### config.mk
export PLATFORM = sky130hd
export DESIGN_NAME = oddr_tx_seq
export DESIGN_NICKNAME = d
export VERILOG_FILES = /design/src/rtl/oddr_tx_seq.sv
export SDC_FILE = /design/constraint.sdc
export NUM_CORES = 1
export LEC_CHECK = 0
export CORE_MARGIN = 3
export CORE_UTILIZATION = 30
export DETAILED_ROUTE_END_ITERATION = 7
export SYNTH_ARGS = -nofsm -noshare
export SYNTH_HDL_FRONTEND = slang
export SYNTH_SLANG_ARGS = --single-unit
### constraint.sdc
create_clock -name C -period 1.73 [get_ports C]
set_input_delay 0.346 -clock C [delete_from_list [all_inputs] [get_ports C]]
set_output_delay 0.346 -clock C [all_outputs]
set_load 0.02 [all_outputs]
### src/rtl/oddr_tx_seq.sv
// oddr_tx_seq: serializes a parallel word into D1/D2 bit pairs for an ODDR,
// LSB pair first, with optional idle gap, freeze and reset-hold handling.
module oddr_tx_seq #(
  parameter int   DATA_WIDTH = 8,
  parameter int   GAP_CYCLES = 0,
  parameter logic IDLE_LEVEL = 1'b0
) (
  input  logic                  C,
  input  logic                  R,
  input  logic                  ENABLE,
  input  logic [DATA_WIDTH-1:0] IN_DATA,
  input  logic                  IN_VALID,
  output logic                  IN_READY,
  output logic                  ODDR_D1,
  output logic                  ODDR_D2,
  output logic                  ODDR_CE,
  output logic                  ODDR_R,
  output logic                  FRAME,
  output logic                  BUSY
);

  localparam int BEATS = DATA_WIDTH / 2;
  localparam int BW = (BEATS > 1) ? $clog2(BEATS) : 1;
  localparam logic [BW-1:0] BEAT_LAST = BW'(BEATS - 1);
  localparam logic NO_GAP = (GAP_CYCLES == 0);
  localparam logic USE_GAP = (GAP_CYCLES > 1);
  // The IDLE cycle that re-arms IN_READY is itself one of the idle
  // cycles, so GAP only has to cover GAP_CYCLES-1 of them.
  localparam logic [7:0] GAP_LOAD =
    USE_GAP ? 8'(GAP_CYCLES - 2) : 8'd0;

  typedef enum logic [1:0] {
    S_IDLE,
    S_SHIFT,
    S_GAP
  } state_t;

  state_t                state_q, state_d;
  logic [BW-1:0]         beat_q, beat_d;
  logic [7:0]            gap_q, gap_d;
  logic [DATA_WIDTH-1:0] sreg_q, sreg_d;
  logic                  d1_q, d1_d;
  logic                  d2_q, d2_d;
  logic                  frame_q, frame_d;
  logic                  busy_q, busy_d;
  logic                  ce_q, ce_d;
  logic                  rr_q, rr_d;
  logic                  hold_q, hold_d;
  logic                  accept;
  logic                  load;
  logic                  adv;
  logic                  stop;

  assign ODDR_D1 = d1_q;
  assign ODDR_D2 = d2_q;
  assign ODDR_CE = ce_q;
  assign ODDR_R  = rr_q;
  assign FRAME   = frame_q;
  assign BUSY    = busy_q;

  // Ready decode from registered state and ENABLE only.
  always_comb begin
    IN_READY = 1'b0;
    unique case (state_q)
      S_IDLE:  IN_READY = ENABLE & ~rr_q;
      S_SHIFT: IN_READY = ENABLE & NO_GAP & (beat_q == BEAT_LAST);
      default: IN_READY = 1'b0;
    endcase
  end

  assign accept = IN_VALID & IN_READY;

  // Next-state: everything holds unless enabled and out of reset hold.
  always_comb begin
    state_d = state_q;
    beat_d  = beat_q;
    gap_d   = gap_q;
    sreg_d  = sreg_q;
    d1_d    = d1_q;
    d2_d    = d2_q;
    frame_d = frame_q;
    load    = 1'b0;
    adv     = 1'b0;
    stop    = 1'b0;
    hold_d  = 1'b0;
    rr_d    = hold_q;
    ce_d    = ~hold_q & ENABLE;
    if (ENABLE && !rr_q) begin
      unique case (state_q)
        S_IDLE: begin
          load = accept;
        end
        S_SHIFT: begin
          if (beat_q != BEAT_LAST) begin
            adv = 1'b1;
          end else if (accept) begin
            load = 1'b1;
          end else begin
            stop = 1'b1;
          end
        end
        S_GAP: begin
          if (gap_q == 8'd0) begin
            state_d = S_IDLE;
          end else begin
            gap_d = gap_q - 8'd1;
          end
        end
        default: state_d = S_IDLE;
      endcase
    end
    if (load) begin
      state_d = S_SHIFT;
      beat_d  = '0;
      sreg_d  = IN_DATA >> 2;
      d1_d    = IN_DATA[0];
      d2_d    = IN_DATA[1];
      frame_d = 1'b1;
    end else if (adv) begin
      beat_d  = beat_q + BW'(1);
      sreg_d  = sreg_q >> 2;
      d1_d    = sreg_q[0];
      d2_d    = sreg_q[1];
    end else if (stop) begin
      state_d = USE_GAP ? S_GAP : S_IDLE;
      beat_d  = '0;
      gap_d   = GAP_LOAD;
      d1_d    = IDLE_LEVEL;
      d2_d    = IDLE_LEVEL;
      frame_d = 1'b0;
    end
    busy_d = (state_d != S_IDLE);
  end

  // State and output registers with synchronous active-low reset.
  always_ff @(posedge C) begin
    if (!R) begin
      state_q <= S_IDLE;
      beat_q  <= '0;
      gap_q   <= 8'd0;
      sreg_q  <= '0;
      d1_q    <= IDLE_LEVEL;
      d2_q    <= IDLE_LEVEL;
      frame_q <= 1'b0;
      busy_q  <= 1'b0;
      ce_q    <= 1'b0;
      rr_q    <= 1'b1;
      hold_q  <= 1'b1;
    end else begin
      state_q <= state_d;
      beat_q  <= beat_d;
      gap_q   <= gap_d;
      sreg_q  <= sreg_d;
      d1_q    <= d1_d;
      d2_q    <= d2_d;
      frame_q <= frame_d;
      busy_q  <= busy_d;
      ce_q    <= ce_d;
      rr_q    <= rr_d;
      hold_q  <= hold_d;
    end
  end

endmodule
# [Word level (Yosys, flattened, before mapping)]
# Cells that the tools add are included.
[op_classes] addsub=2 eq_ne=5 mux=36 bitwise_logic=7 reduce_logical=12
[op_table] op="8-bit 2-to-1 mux" count=6
[op_table] op="1-bit 2-to-1 mux" count=18
[op_table] op="2-bit 2-to-1 mux" count=7
[op_table] op="6-bit 2-to-1 mux" count=2
[op_table] op="8-bit zero test" count=1
[op_table] op="2-bit nonzero test" count=4
[op_table] op="8-bit by 1-bit subtractor with 8-bit output (second input constant)" count=1
[op_table] op="1-bit bitwise AND" count=4
[op_table] op="2-bit equality test (second input constant)" count=2
[op_table] op="2-bit != test (second input constant)" count=2
[op_table] op="1-bit one-hot mux with 2 select lines" count=2
[op_table] op="2-bit one-hot mux with 2 select lines" count=1
[op_table] op="2-bit OR reduction" count=2
[op_table] op="1-bit inverter" count=3
[op_table] op="3-bit nonzero test" count=1
[op_table] op="2-bit by 1-bit adder with 2-bit output (second input constant)" count=1
[op_table] op="2-bit by 1-bit equality test with 1-bit output (second input constant)" count=1
[op_table] op="2-bit zero test" count=1
[op_table] op="2-bit AND reduction" count=1
[op_table] op="1-bit logical AND" count=1
[op_table] op="1-bit zero test" count=1
[word_totals] regBits=25 input_bits=12 out_inout_bits=7

# [Logic depth before layout (Yosys ltp)]
# Gate-level depths: netlist of the first run.
[logic_depth] word_depth=12 depth_mapped=6 depth_no_buf=6

# [Least setup slack after synthesis of the first run]
# No wires, ideal clock.
[synth_path] path_kind="register to output" start="reg beat_q[0]" end="out IN_READY" t_arrival_ps=1248 required_ps=1384 path_slack_ps=136 path_stages_with_launch=5 path_buffers=0 path_cell_list="dfxtp_1 > ha_1 > nand2b_1 > o21ai_0 > nor3_1"
[synth_via] elab_chain_len=3
[synth_lines] item="start: declaration" line="39" text="logic [BW-1:0] beat_q, beat_d;"
[synth_lines] item="start signal: assignment" line="151" text="beat_q <= beat_d;"
[synth_lines] item="2-bit equality test" line="66" text="S_SHIFT: IN_READY = ENABLE & NO_GAP & (beat_q == BEAT_LAST);"
[synth_lines] item="1-bit bitwise AND" line="66"
[synth_lines] item="1-bit one-hot mux with 2 select lines" line="64" text="unique case (state_q)"
[synth_lines] item="end: declaration" line="13" text="output logic IN_READY,"
# No other way between the ends.

# [Final worst setup path of the first run]
# Same ends and word-level chain as after synthesis.

==> results of run 1 <==
cell families after synthesis:
family | Yosys count | synth area share (%)
AND/OR/NAND/NOR | 51 | 26.73
AO/OA/AOI/OAI | 30 | 17.56
flip-flops | 25 | 44.74
buffers and inverters | 8 | 2.908
XOR/XNOR | 6 | 4.698
adder cells (fa/ha/maj) | 3 | 3.356
sequential cells by signal (all words and copies together), names as in the netlist:
signal / flops
BUSY: 1
FRAME: 1
ODDR_CE: 1
ODDR_D1: 1
ODDR_D2: 1
ODDR_R: 1
beat_q: 2
gap_q: 8
hold_q: 1
sreg_q: 6
state_q: 2
critical path, cell delays in order, from the launching register on:
cell and delay [ns]:
dfxtp_2 0.36, ha_4 0.14, nand2b_4 0.11, o21ai_1 0.06, nor3_1 0.17, buf_2 0.19
repair_timing:
action	4_1_cts	5_1_grt
pin swaps	0	1
gates resized for setup	5	7
endpoints found under the setup margin	1	2
hold endpoints to repair	0	0
routing by layer:
| metal | up-vias | GRT usage, % | part of all wire, % |
|---|---|---|---|
| li1 | 506 | - | - |
| met1 | 472 | 15.51 | 45 |
| met2 | 22 | 19.88 | 50 |
| met3 | 2 | 1.855 | 3.5 |
| met4 | 0 | 6.076 | 1.1 |
| met5 | - | 0 | 0 |
synthesized netlist by cell type:
cell type,n
o21a_1,1
o31ai_1,1
o31a_1,1
ha_1,3
nor2_1,13
a21oi_2,1
dfxtp_1,25
buf_2,2
a2bb2oi_1,1
clkinv_1,1
nand4b_1,1
or2_0,1
nor4_2,1
and3_2,1
and4bb_4,1
a21oi_1,11
or4_4,1
nor3b_1,2
nand2_1,6
and2_1,2
nor2b_1,2
and4bb_2,1
a22oi_1,6
o21ai_1,1
nand4bb_1,1
nor2_2,1
a211oi_1,2
nor3_1,3
a21boi_2,1
xor2_1,5
nand2b_1,3
nand2_4,1
a21o_2,1
xnor2_1,1
nand3_1,10
o21ai_0,3
inv_1,5
power by group through the flow:
stage               registers (uW)  clock network, uW  logic, uW
floorplan                      619                  0       44.2
global placement               609                  0        129
detailed placement             609                  0        131
CTS                            595                356        130
global route                   599                386        144
finish                         597                338        131
how the worst min path moves through the flow:
stage	to	startpoint	slack, ns	cells past startpoint
detailed placement	ODDR_R	hold_q	0.44	1
finish	ODDR_R	hold_q	0.45	1
CTS	ODDR_R	hold_q	0.46	1
floorplan	ODDR_R	hold_q	0.41	1
global placement	ODDR_R	hold_q	0.44	1
global route	ODDR_R	hold_q	0.49	1
stage by stage:
step | hold slack, ns | setup TNS [ns]
floorplan | 0.4101 | 0
global placement | 0.4384 | -1.688
detailed placement | 0.4368 | -1.991
CTS | 0.4616 | 0
global route | 0.4858 | -0.003233
finish | 0.4536 | 0
cell type report:
cell class / instances / share of cell area (%)
multi-input combinational: 90 / 39.70
sequential: 25 / 32.98
timing repair buffer: 33 / 19.03
tap: 46 / 3.774
clock buffer: 3 / 2.707
inverter: 6 / 1.477
clock inverter: 1 / 0.3281
layout by cell type, fill, tap and decap left out, drive strengths merged:
cell type | Yosys | layout
or4 | 1 | 1
xor2 | 5 | 5
clkinv | 1 | 2
nor2b | 2 | 2
nand2b | 3 | 3
and4bb | 2 | 2
nand4b | 1 | 1
nand4bb | 1 | 1
clkdlybuf4s50 | 0 | 16
and3 | 1 | 1
buf | 2 | 16
nor3 | 3 | 3
nor2 | 14 | 14
xnor2 | 1 | 1
clkbuf | 0 | 3
a21oi | 12 | 12
ha | 3 | 3
o31ai | 1 | 1
dlymetal6s2s | 0 | 1
and2 | 2 | 2
nand3 | 10 | 10
dfxtp | 25 | 25
o21ai | 4 | 4
nand2 | 7 | 7
nor4 | 1 | 1
a2bb2oi | 1 | 1
a21boi | 1 | 1
or2 | 1 | 1
a211oi | 2 | 2
a21o | 1 | 1
inv | 5 | 5
a22oi | 6 | 6
nor3b | 2 | 2
o31a | 1 | 1
o21a | 1 | 1
==> reports/metrics.yaml, run 1 <==
routing:
  vias: 1002
  drt-wirelength-per-cell_um: 12.25
  drt_pass1_iterations: 4
  drcViolationCount: 0
  wl_um: 2500
  via_per_inst: 4.912
  drt-initial-drc-count: 25
  ant_nets: 0
clock_network:
  h-tree-depth: 1
  cts_setup_buffers: 0
  clock-sinks: 25
  hold_buffers: 0
  clock_tree.buffer_depth: 2
  cts_buffers: 3
  insertion_delay_ns: 0.26
  cts.clk_slew.worst_paths_ns: 0.09
  root_buffer: "clkbuf_8"
  cts_tree: "yes"
final_layout:
  fin_nets: 174
  final.fill_count: 354
  finalNonFillerCells: 204
  multiInputGateArea_um2: 605.6
  seq_area_um2: 503.0
  drive_gt1_share_pct: 21.52
  final_util_pct: 43.98
  area_delta_synth_final_pct: 36.35
  fin_area_mm2: 0.001525
  antenna_cells: 0
yosys:
  synth_top_area_share_pct: 44.74
  yosysTopAreaCell: "dfxtp_1"
  syn_area_mm2: 0.001119
  ys_types: 37
  yosysSeqAreaShare_pct: 44.74
  avgSynthCellArea_um2: 9.094
  ys_warn_count: 0
  synthCells: 123
  synth_fp_nets: 138
  ys_seq_elements: 25
  synth_area_leaders: "dfxtp_1 45%, a21oi_1 4.9%, nand3_1 4.5%, nor2_1 4.4%, a22oi_1 4.0%"
placed_design:
  pre_cts_ws_ns: -0.2901
  numPlacedInstances: 200
  placed_area_mm2: 0.001459
  gp_congestion: 0.6932
  numPortBuffers: 18
  dp_hpwl_um: 1894
hold_path:
  min_path_type: "reg2reg"
global_route:
  grtUsageTotal_pct: 12.22
  grt_overflow_total: 0
  antenna_found_initial: 0
  grt_max_degree: 15
  grt_first_pass_wirelength_um: 4215
  grt_pass1_vias: 987
power:
  leakage_uw: 0.0005556
  peakVddDrop_v: 0.0003674
  totalPowerFinal_uw: 1066
  sequentialPowerShare_pct: 56.0
  switching_share_pct: 22.89
  power_density_mw_per_mm2: 698.9
  combPwrFrac_pct: 12.3
  clkPwrFrac_pct: 31.7
  p_sw_uw: 244.0
  p_int_uw: 822.0
timing:
  setup_ws_ns: 0.08673
  relSlewSlack_pct: 74.45
  finalCritPeriodShare_pct: 94.99
  max_slew.worst_pin.slew_ns: 0.3823
  hold_viol: 0
  clock.fmax_mhz: 608.5
  setup_viol_count_final: 0
  fin_crit_ns: 1.643
  finalClockSkew_ns: 0.003343
  drv_slew: 0
worst_setup_path:
  cp.arrival_ns: 1.30
  reg2reg_setup_slack_ns: 0.22
  crit_type: "reg2out"
  rr_worst_depth: 5
  reg2reg_to: "gap_q[4]"
  rr_startpoint: "state_q[0]"
  cp-startpoint: "beat_q[0]"
  worstSetupEndpoint: "IN_READY"
  cp_max_fo: 2
  start_kind: "register"
  required_ns: 1.38
  endpoint_kind: "output pin"
floorplanning:
  fp-row-count: 21
  core_mm2: 0.003468
  dieArea_mm2: 0.004497
  die_w_um: 67.06
  die_h_um: 67.06
  start_util_pct: 32.25
  io-pin-count: 19
status:
  outcome: "finished clean"
run:
  maxCapViolations: 0
Power figures use the tool's default switching activity.
==> run 2: changes to the inputs <==
Settings changed: CELL_PAD_IN_SITES_DETAIL_PLACEMENT from default to 0, CELL_PAD_IN_SITES_GLOBAL_PLACEMENT from default to 1, CTS_CLUSTER_DIAMETER from default to 60, PLACE_DENSITY_LB_ADDON from default to 0.1, SETUP_SLACK_MARGIN from default to 0.5.
==> run 2 against run 1 <==
Via count rose by 4.3%; critical path depth did not move; global-route usage up 1.6 points; critical endpoint unchanged; design area grew 21%; largest power group unchanged; first-iteration DRC count increased to 2.8 times the previous value; die area stayed put; setup slack improved by 0.11 ns.
==> reports/metrics.yaml, run 2 (synthesis gave the netlist of run 1 again) <==
clock_network:
  cts_buffers: 3  # unchanged
  clock_tree.buffer_depth: 2  # unchanged
  h-tree-depth: 1  # unchanged
  clock-sinks: 25  # unchanged
  root_buffer: "clkbuf_8"
  insertion_delay_ns: 0.27  # about the same
  cts.clk_slew.worst_paths_ns: 0.09  # about the same
  cts_tree: "yes"
  hold_buffers: 0  # unchanged
worst_setup_path:
  start_kind: "register"
  required_ns: 1.38  # about the same
  cp_max_fo: 2  # unchanged
  crit_type: "reg2out"
  endpoint_kind: "output pin"
  cp.arrival_ns: 1.19  # -0.11 ns
timing:
  setup_viol_count_final: 0  # unchanged
  clock.fmax_mhz: 652.1  # +7.2%
  rsz0062_at_grt: "yes"
  drv_slew: 0  # unchanged
  whs_ns: 0.4429  # -0.01073 ns
  fin_crit_ns: 1.534  # -0.1097 ns
  max_slew.worst_pin.slew_ns: 0.3927  # +0.01046 ns
  setup_ws_ns: 0.1965  # +0.1097 ns
  finalCritPeriodShare_pct: 88.64  # -6.3 points
  hold_viol: 0  # unchanged
  relSlewSlack_pct: 73.78  # -0.68 points
  finalClockSkew_ns: 0.001576  # -0.001767 ns
placed_design:
  gp_congestion: 0.7806  # +13%
  dp_hpwl_um: 1930  # +1.9%
  numPortBuffers: 18  # unchanged
  pre_cts_ws_ns: -0.2626  # +0.02754 ns
  placed_area_mm2: 0.001546  # +6.0%
power:
  leakage_uw: 0.0006924  # +25%
  sequentialPowerShare_pct: 54.3  # -1.7 points
  p_sw_uw: 272.9  # +12%
  combPwrFrac_pct: 14.1  # +1.8 points
  clkPwrFrac_pct: 31.6  # about the same
  power_density_mw_per_mm2: 600.3  # -14%
  p_int_uw: 837.2  # +1.9%
  totalPowerFinal_uw: 1110  # +4.1%
  peakVddDrop_v: 0.0003561  # -3.1%
  switching_share_pct: 24.58  # +1.7 points
routing:
  via_per_inst: 4.772  # -2.9%
  wl_um: 2888  # +16%
  drt-wirelength-per-cell_um: 13.19  # +7.6%
  drcViolationCount: 0  # unchanged
  vias: 1045  # +4.3%
  drt-initial-drc-count: 70  # +180%
  drt_pass1_iterations: 4  # unchanged
  ant_nets: 0  # unchanged
global_route:
  grt_pass1_vias: 1008  # +2.1%
  grtUsageTotal_pct: 13.85  # +1.6 points
  grt_overflow_total: 0  # unchanged
  grt_max_degree: 14  # -1
  grt_first_pass_wirelength_um: 4664  # +11%
  antenna_found_initial: 0  # unchanged
final_layout:
  reg_top3: "gap_q (8), sreg_q (6)"
  final_util_pct: 53.32  # +9.3 points
  top_register: "gap_q"
  drive_gt1_share_pct: 53.76  # +32 points
  final_cell_mix: "24 x buf_4, 17 x dfxtp_1, 10 x nor2_1, 10 x nand3_1"
  antenna_cells: 0  # unchanged
  area_delta_synth_final_pct: 65.32
  seq_area_um2: 518.0  # +3.0%
  largest_register_ffs: 8  # unchanged
  final.fill_count: 324  # -8.5%
  fin_area_mm2: 0.001849  # +21%
  multiInputGateArea_um2: 789.5  # +30%
  fin_nets: 189  # +8.6%
  final_common_cell: "buf_4"
floorplanning:
  start_util_pct: 32.25  # unchanged
  io-pin-count: 19  # unchanged
  fp-row-count: 21  # unchanged
  core_mm2: 0.003468  # unchanged
  dieArea_mm2: 0.004497  # unchanged
  die_w_um: 67.06  # unchanged
  die_h_um: 67.06  # unchanged
run:
  maxCapViolations: 0  # unchanged
hold_path:
  min_path_type: "reg2reg"
status:
  outcome: "finished clean"
run 2: timing repair:
item | in CTS | in global routing
setup buffers | 5 | 6
cloned | 0 | 1
setup endpoints to repair | 29 | 26
gates resized for setup | 43 | 34
pin swaps | 13 | 14
run 2: area by class of cell:
cell class / count / share of cell area (%)
Sequential cell: 25 / 28.01
Timing Repair Buffer: 47 / 22.06
Inverter: 6 / 1.421
Clock buffer: 4 / 2.436
Timing Repair inverter: 1 / 0.2706
Multi-Input combinational cell: 90 / 42.69
Tap cell: 46 / 3.112
run 2: power groups by stage:
| stage | registers [uW] | logic (uW) | clock network (uW) |
|---|---|---|---|
| 2_1_floorplan | 620 | 49.5 | 0 |
| 3_3_place_gp | 615 | 131 | 0 |
| 3_5_place_dp | 615 | 133 | 0 |
| 4_1_cts | 602 | 137 | 358 |
| 5_1_grt | 605 | 171 | 379 |
| 6_report | 602 | 157 | 351 |
run 2: per-stage QoR:
step / std cells / TNS, ns
2_1_floorplan: 123 / 0
3_3_place_gp: 203 / -1.915
3_5_place_dp: 203 / -2.439
4_1_cts: 212 / 0
5_1_grt: 219 / 0
6_report: 219 / 0
run 2: final timing paths:
path,cells past startpoint,to,slack [ns],start
max,5,IN_READY,0.20,beat_q[0]
min,1,ODDR_R,0.44,hold_q
max reg2reg,8,ODDR_D1,0.22,beat_q[0]
min reg2reg,1,ODDR_R,0.44,hold_q
run 2: critical path, stage by stage, from the launching register on:
cell and delay (ns):
dfxtp_2 0.36, ha_4 0.14, nand2b_4 0.12, o21ai_2 0.05, nor3_2 0.09, buf_4 0.16
run 2: routing by layer:
layer  part of all wire, %  vias up  GRT usage [%]
met5                     0        -              0
met2                    45       14          20.86
met3                   3.8        5          4.047
met1                    50      491          18.71
li1                      -      535              -
met4                   1.2        0          4.557
